<file path="src/rtl/synchronous_modn_up_counter.sv">
// ---------------------------------------------------------------------------
// synchronous_modn_up_counter
//
// Purpose:
//   Synchronous modulo-(mod_max+1) up counter. It is built as a chain of
//   T-stages that all share one clock. Stage i toggles when the count is
//   enabled and every lower bit is 1. A synchronous terminal-count clear
//   overrides the whole chain, and a parallel load overrides everything.
//
// Parameters:
//   WIDTH    counter width in bits (legal 2..16, default 4)
//
// Ports:
//   clk      single clock; all state updates on the rising edge
//   rst_n    asynchronous active-low reset (q = 0, wrap = 0)
//   t        count enable; 1 = advance on this edge
//   load     synchronous parallel load strobe (highest priority)
//   d        parallel load value
//   mod_max  terminal count; the sequence is 0..mod_max
//   q        registered count value
//   q_bar    bitwise complement of q
//   tc       combinational terminal-count flag, t & (q >= mod_max)
//   wrap     registered one-cycle pulse after a counting return to 0
// ---------------------------------------------------------------------------
module synchronous_modn_up_counter #(
  parameter int WIDTH = 4
) (
  input  logic             clk,
  input  logic             rst_n,
  input  logic             t,
  input  logic             load,
  input  logic [WIDTH-1:0] d,
  input  logic [WIDTH-1:0] mod_max,
  output logic [WIDTH-1:0] q,
  output logic [WIDTH-1:0] q_bar,
  output logic             tc,
  output logic             wrap
);

  if (WIDTH < 2 || WIDTH > 16) begin : g_width_check
    $error("synchronous_modn_up_counter: WIDTH must be in 2..16");
  end

  logic [WIDTH-1:0] toggle_en;
  logic             at_terminal;

  // Toggle-enable chain. Stage i toggles when t is set and q[i-1:0] is all
  // ones. Each stage is built from the stage below it, so the chain stays
  // a single AND per bit.
  // NOTE: every signal written in always_comb receives a value on every path
  // (here bit 0 is assigned first and the loop covers the rest). If any path
  // left a signal unassigned, the tool would infer a latch.
  always_comb begin
    toggle_en[0] = t;
    for (int i = 1; i < WIDTH; i++) begin
      toggle_en[i] = toggle_en[i-1] & q[i-1];
    end
  end

  // Unsigned compare. The >= form catches a value loaded above mod_max, so
  // the next count clears to 0 instead of running up to all-ones.
  assign at_terminal = (q >= mod_max);
  assign tc          = t & at_terminal;

  // q_bar comes from q, so it can never differ from ~q. That holds during
  // reset as well.
  assign q_bar = ~q;

  // Priority: load > terminal clear > T-stage toggle. When t is 0 the toggle
  // enables are all 0, so q holds.
  // NOTE: sequential state uses non-blocking assignments, so every register
  // samples the values from before the edge. This keeps the edge free of
  // ordering races between always blocks.
  always_ff @(posedge clk or negedge rst_n) begin
    if (!rst_n) begin
      q    <= '0;
      wrap <= 1'b0;
    end else if (load) begin
      q    <= d;
      wrap <= 1'b0;
    end else if (tc) begin
      q    <= '0;
      wrap <= 1'b1;
    end else begin
      q    <= q ^ toggle_en;
      wrap <= 1'b0;
    end
  end

endmodule

</file>
<file path="config.mk">
export PLATFORM = sky130hd
export DESIGN_NAME = synchronous_modn_up_counter
export DESIGN_NICKNAME = d
export VERILOG_FILES = /design/src/rtl/synchronous_modn_up_counter.sv
export SDC_FILE = /design/constraint.sdc
export NUM_CORES = 1
export LEC_CHECK = 0
export BUFFER_PORTS_ARGS = -buffer_cell sky130_fd_sc_hd__buf_4
export CORE_AREA = 2 2 39 41
export DETAILED_ROUTE_END_ITERATION = 10
export DIE_AREA = 0 0 41 43
export PLACE_DENSITY = 0.64
export SYNTH_ARGS = -nofsm -noshare
export SYNTH_HDL_FRONTEND = slang
export SYNTH_SLANG_ARGS = --single-unit
</file>
<file path="constraint.sdc">
create_clock -name clk -period 1.5 [get_ports clk]
set_input_delay 0.3 -clock clk [delete_from_list [all_inputs] [get_ports clk]]
set_output_delay 0.3 -clock clk [all_outputs]
set_load 0.01 [all_outputs]
</file>
After elaboration in Yosys (flattened, before gate mapping)
Cells that the tools add are included.
Widths: inputs -> output; s select.
{"block": "totals", "out_inout_bits": 10, "register_bits": 5, "inputBits": 12, "word_cells": 13}
{"block": "classes", "mux": 4, "bitwise": 6, "magnitude_cmp": 1}
{"operator": "$mux 4", "count": 2}
{"operator": "$and 1x1->1", "count": 4}
{"operator": "$ge 4x4->1", "count": 1}
{"operator": "$not 4->4", "count": 1}
{"operator": "$xor 4x4->4", "count": 1}
{"operator": "$mux 1", "count": 2}

Longest topological paths before layout
{"block": "logic_depth", "word_depth": 6, "mapped_depth": 5, "mapped_depth_nobuf": 5}

Worst setup path after synthesis
OpenSTA, ideal clock, no wires.
{"block": "synth_timing", "path_type": "reg-to-output", "startpoint": "register q[0]", "endpoint": "output port tc", "required_ps": 1200, "arrival_time_ps": 1291, "path_buffers": 0, "slack_ps": -91, "stages_incl_launch_ff": 6, "cell_sequence": "dfrtp_1 inv_1 ha_1 nor3b_2 o21ai_2 and2_1"}
{"block": "synth_via", "elab_chain_cells": 2}
{"item": "start, declared", "line": "34", "text": "output logic [WIDTH-1:0] q,"}
{"item": "start signal, assigned", "line": "85", "text": "q <= q ^ toggle_en;"}
{"item": "$ge 4x4->1", "line": "62", "text": "assign at_terminal = (q >= mod_max);"}
{"item": "$and 1x1->1", "line": "63", "text": "assign tc = t & at_terminal;"}
{"item": "end, declared", "line": "36", "text": "output logic tc,"}
No other way between the ends.

Worst setup path after layout
Same ends and word-level chain as after synthesis.

==> results.txt <==
library cells used by synthesis: 17
synthesized netlist cell count: 38
library cell used as clock root buffer: sky130_fd_sc_hd__clkbuf_4
Max clock buf depth: 2
post-synthesis share of cell area spent on and, or, nand and nor gates: 13.0%
global route overflow: 0
worst hold path stage count: 3
unrepaired setup endpoints after global routing: yes
final std cell area, no fill: 724 sq um
post-synth top area share: 31.6%
#FFs+latches synth: 5
violations in the final reports: setup timing
PortBufs: 21
DIE HEIGHT: 43 microns
xor and xnor area share after synthesis: 2.22%
length in cells of the worst reg-to-reg path: 7
synthesized-area fraction occupied by ao, oa, aoi and oai cells: 15.5%
crit end category: output port
clock slew at reported path FFs: 0.05 ns
number of levels the H-tree was split into: 1
initial core utilization: 28.6%
share of cells above drive strength 1: 62.3%
via total after detailed routing: 368
Slowest-stage cell, CP: sky130_fd_sc_hd__dfrtp_1
setup ws final: -0.247 ns
first-iteration detailed-routing DRC count: 1
placer congestion estimate: 0.656
count of maximum capacitance violations: 0
number of buffers added by the clock tree synthesis step: 3
first-pass GRT wire length: 1460 microns
startpoint-to-endpoint class of the critical path: reg -> out
worst-margin pin slew: 0.300 ns
Slew Viols, Final: 0
max incr delay on CP: 0.39 ns
slack of the worst reg-to-reg path: -0.06 ns
die area: 1760 sq um
TritonCTS Sinks: 5
latest clock arrival within the worst-skew pair: 0.24 ns
post-synthesis share of cell area spent on full adders, half adders and majority gates: 22.2%
net count after synthesis: 57
all-layer global routing usage: 12.9%
cell area after synthesis: 395 sq um
die outline width: 41 microns
reg-to-reg critical path startpoint: q[0]$_DFF_PN0_
path type of the worst min-delay path: in -> reg
share of the yosys chip area belonging to registers: 31.6%
Power Dens Cells: 1080 nW/um^2
final hold violation count: 0
initial antenna violation count: 0
Tcrit/Tclk final: 116%
post-synthesis cell type with the largest combined area: sky130_fd_sc_hd__dfrtp_1
Max-slew headroom: 80.0%
main combinational cell family by area after synthesis: adder cells
WP data required: 1.20 ns
number of optimization iterations in the first detailed-route pass: 2
Critical Path, Cell by Cell: inv_2 > ha_4 > nor3b_4 > o21ai_2 > and2_4 > buf_6
ANT cells: 0
sort of element at the start of the critical path: register
syn_area_per_cell: 10.4 sq um
post-layout power: 0.782 mW
P_leak: 0.364 nW
Min Clock Period, post-route: 1.75 ns
Worst Hold Path EP: q[3]$_DFF_PN0_
multiplexer share of the synthesized area: 7.59%
via count of the first global-routing pass: 361
cell types with the largest area share after synthesis: sky130_fd_sc_hd__dfrtp_1, sky130_fd_sc_hd__ha_1, sky130_fd_sc_hd__mux2i_1
peak supply drop: 458 uV
number of antenna-violating nets in the routed design: 0
Final nets: 89
total number of yosys warnings: 0
via count normalized by instance count: 4.33
remaining routing DRC violations: 0
utilization of the core after routing: 52.4%
CTS tree: built
reg-to-reg endpoint: q[3]$_DFF_PN0_
cell area after placement: 626 sq um
hold wc startpoint: d[3]
Area Overhead vs Synth: 83.2%
maximum clock frequency: 572 MHz
final-report setup violation count: 2
count of pins on the block boundary: 22
arrival time reported for the critical path endpoint: 1.45 ns
average wire per standard cell: 11.1 microns
largest driver fanout on the critical path: 2
maximum number of pins on one net before global-route repair: 7
outcome: finished, violations left
Clock Skews: 0.00662 ns
Hold Slack: 0.268 ns
core region area: 1380 sq um
post-detailed-routing wire length: 944 microns
DPL Wire Length: 742 microns
site row count: 14
## sequential cells by signal, summed over array words and instances, names as in the netlist
signal / cells
q: 4
wrap: 1
## how the worst max path moves through the flow
| stage | from | to | slack, ns |
|---|---|---|---|
| 2_1_floorplan | q[3]$_DFF_PN0_ | tc | 0.003 |
| 3_3_place_gp | t | q[3]$_DFF_PN0_ | -0.05 |
| 3_5_place_dp | mod_max[1] | tc | -0.07 |
| 4_1_cts | q[0]$_DFF_PN0_ | tc | -0.26 |
| 5_1_grt | q[0]$_DFF_PN0_ | tc | -0.32 |
| 6_report | q[0]$_DFF_PN0_ | tc | -0.25 |
## kinds of logic after synthesis
family,count (synthesis)
buffers and inverters,8
AOI/OAI and AO/OA,7
adders and majority gates,7
and+or+nand+nor,7
DFF,5
muxes,3
xor gates and xnor gates,1
## metrics by stage
stage	worst slack [ns]	setup TNS, ns	instances
5_1_grt	-0.319	-0.468	85
3_3_place_gp	-0.0488	-0.0948	78
4_1_cts	-0.265	-0.268	84
3_5_place_dp	-0.0714	-0.142	78
6_report	-0.247	-0.302	85
2_1_floorplan	0.00253	0	38
## layout make-up
type	count	area [sq um]
Clock buffer	4	26.3
Fill cell	127	659
Inverter	7	26.3
Multi-Input combinational cell	25	310
Sequential cell	5	125
Tap cell	16	20.0
Timing Repair Buffer	28	216
## what timing repair did
action | CTS | global route
resized for setup | 4 | 4
setup endpoints to repair | 2 | 3
pin swaps | 2 | 0
hold buffers | 1 | 0
setup buffers | 1 | 1
hold endpoints to repair | 5 | 0
## cells in the mapped netlist
master	instances
sky130_fd_sc_hd__ha_1	7
sky130_fd_sc_hd__inv_1	7
sky130_fd_sc_hd__dfrtp_1	5
sky130_fd_sc_hd__a21oi_1	3
sky130_fd_sc_hd__mux2i_1	3
sky130_fd_sc_hd__and2_1	2
sky130_fd_sc_hd__a21oi_2	1
sky130_fd_sc_hd__and2b_2	1
sky130_fd_sc_hd__buf_2	1
sky130_fd_sc_hd__nand2_1	1
sky130_fd_sc_hd__nor2b_1	1
sky130_fd_sc_hd__nor3b_1	1
sky130_fd_sc_hd__nor3b_2	1
sky130_fd_sc_hd__o211ai_2	1
sky130_fd_sc_hd__o21ai_2	1
sky130_fd_sc_hd__o41ai_2	1
sky130_fd_sc_hd__xnor2_1	1
## worst max-delay path: cells and delay by family (launching register included)
family | cells | cell delay [ns]
AO/OA/AOI/OAI | 1 | 0.08
buffers and inverters | 2 | 0.19
adder cells (fa/ha/maj) | 1 | 0.20
AND/OR/NAND/NOR | 2 | 0.36
flip-flops | 1 | 0.39
## cell usage in the layout (no fill, tap or decap), drive strengths merged
master,n
ha,7
o21ai,1
buf,27
nor3b,2
and2,2
inv,7
clkbuf,4
a21oi,4
mux2i,3
nand2,1
dfrtp,5
o41ai,1
nor2b,1
o211ai,1
and2b,1
dlygate4sd3,1
xnor2,1
## report_power, final
group / switching, mW / total (mW) / internal, mW
combinational: 0.194 / 0.446 / 0.252
clock: 0.0550 / 0.156 / 0.101
sequential: 0.0175 / 0.181 / 0.163
total: 0.266 / 0.782 / 0.516
## layer usage
metal / part of all wire (%) / global-route usage (%)
met2: 52 / 20.3
met4: 0 / 8.00
met3: 8.9 / 4.71
met5: 0 / 0
met1: 39 / 13.8
Note: power is estimated with default switching activity, not from simulation.
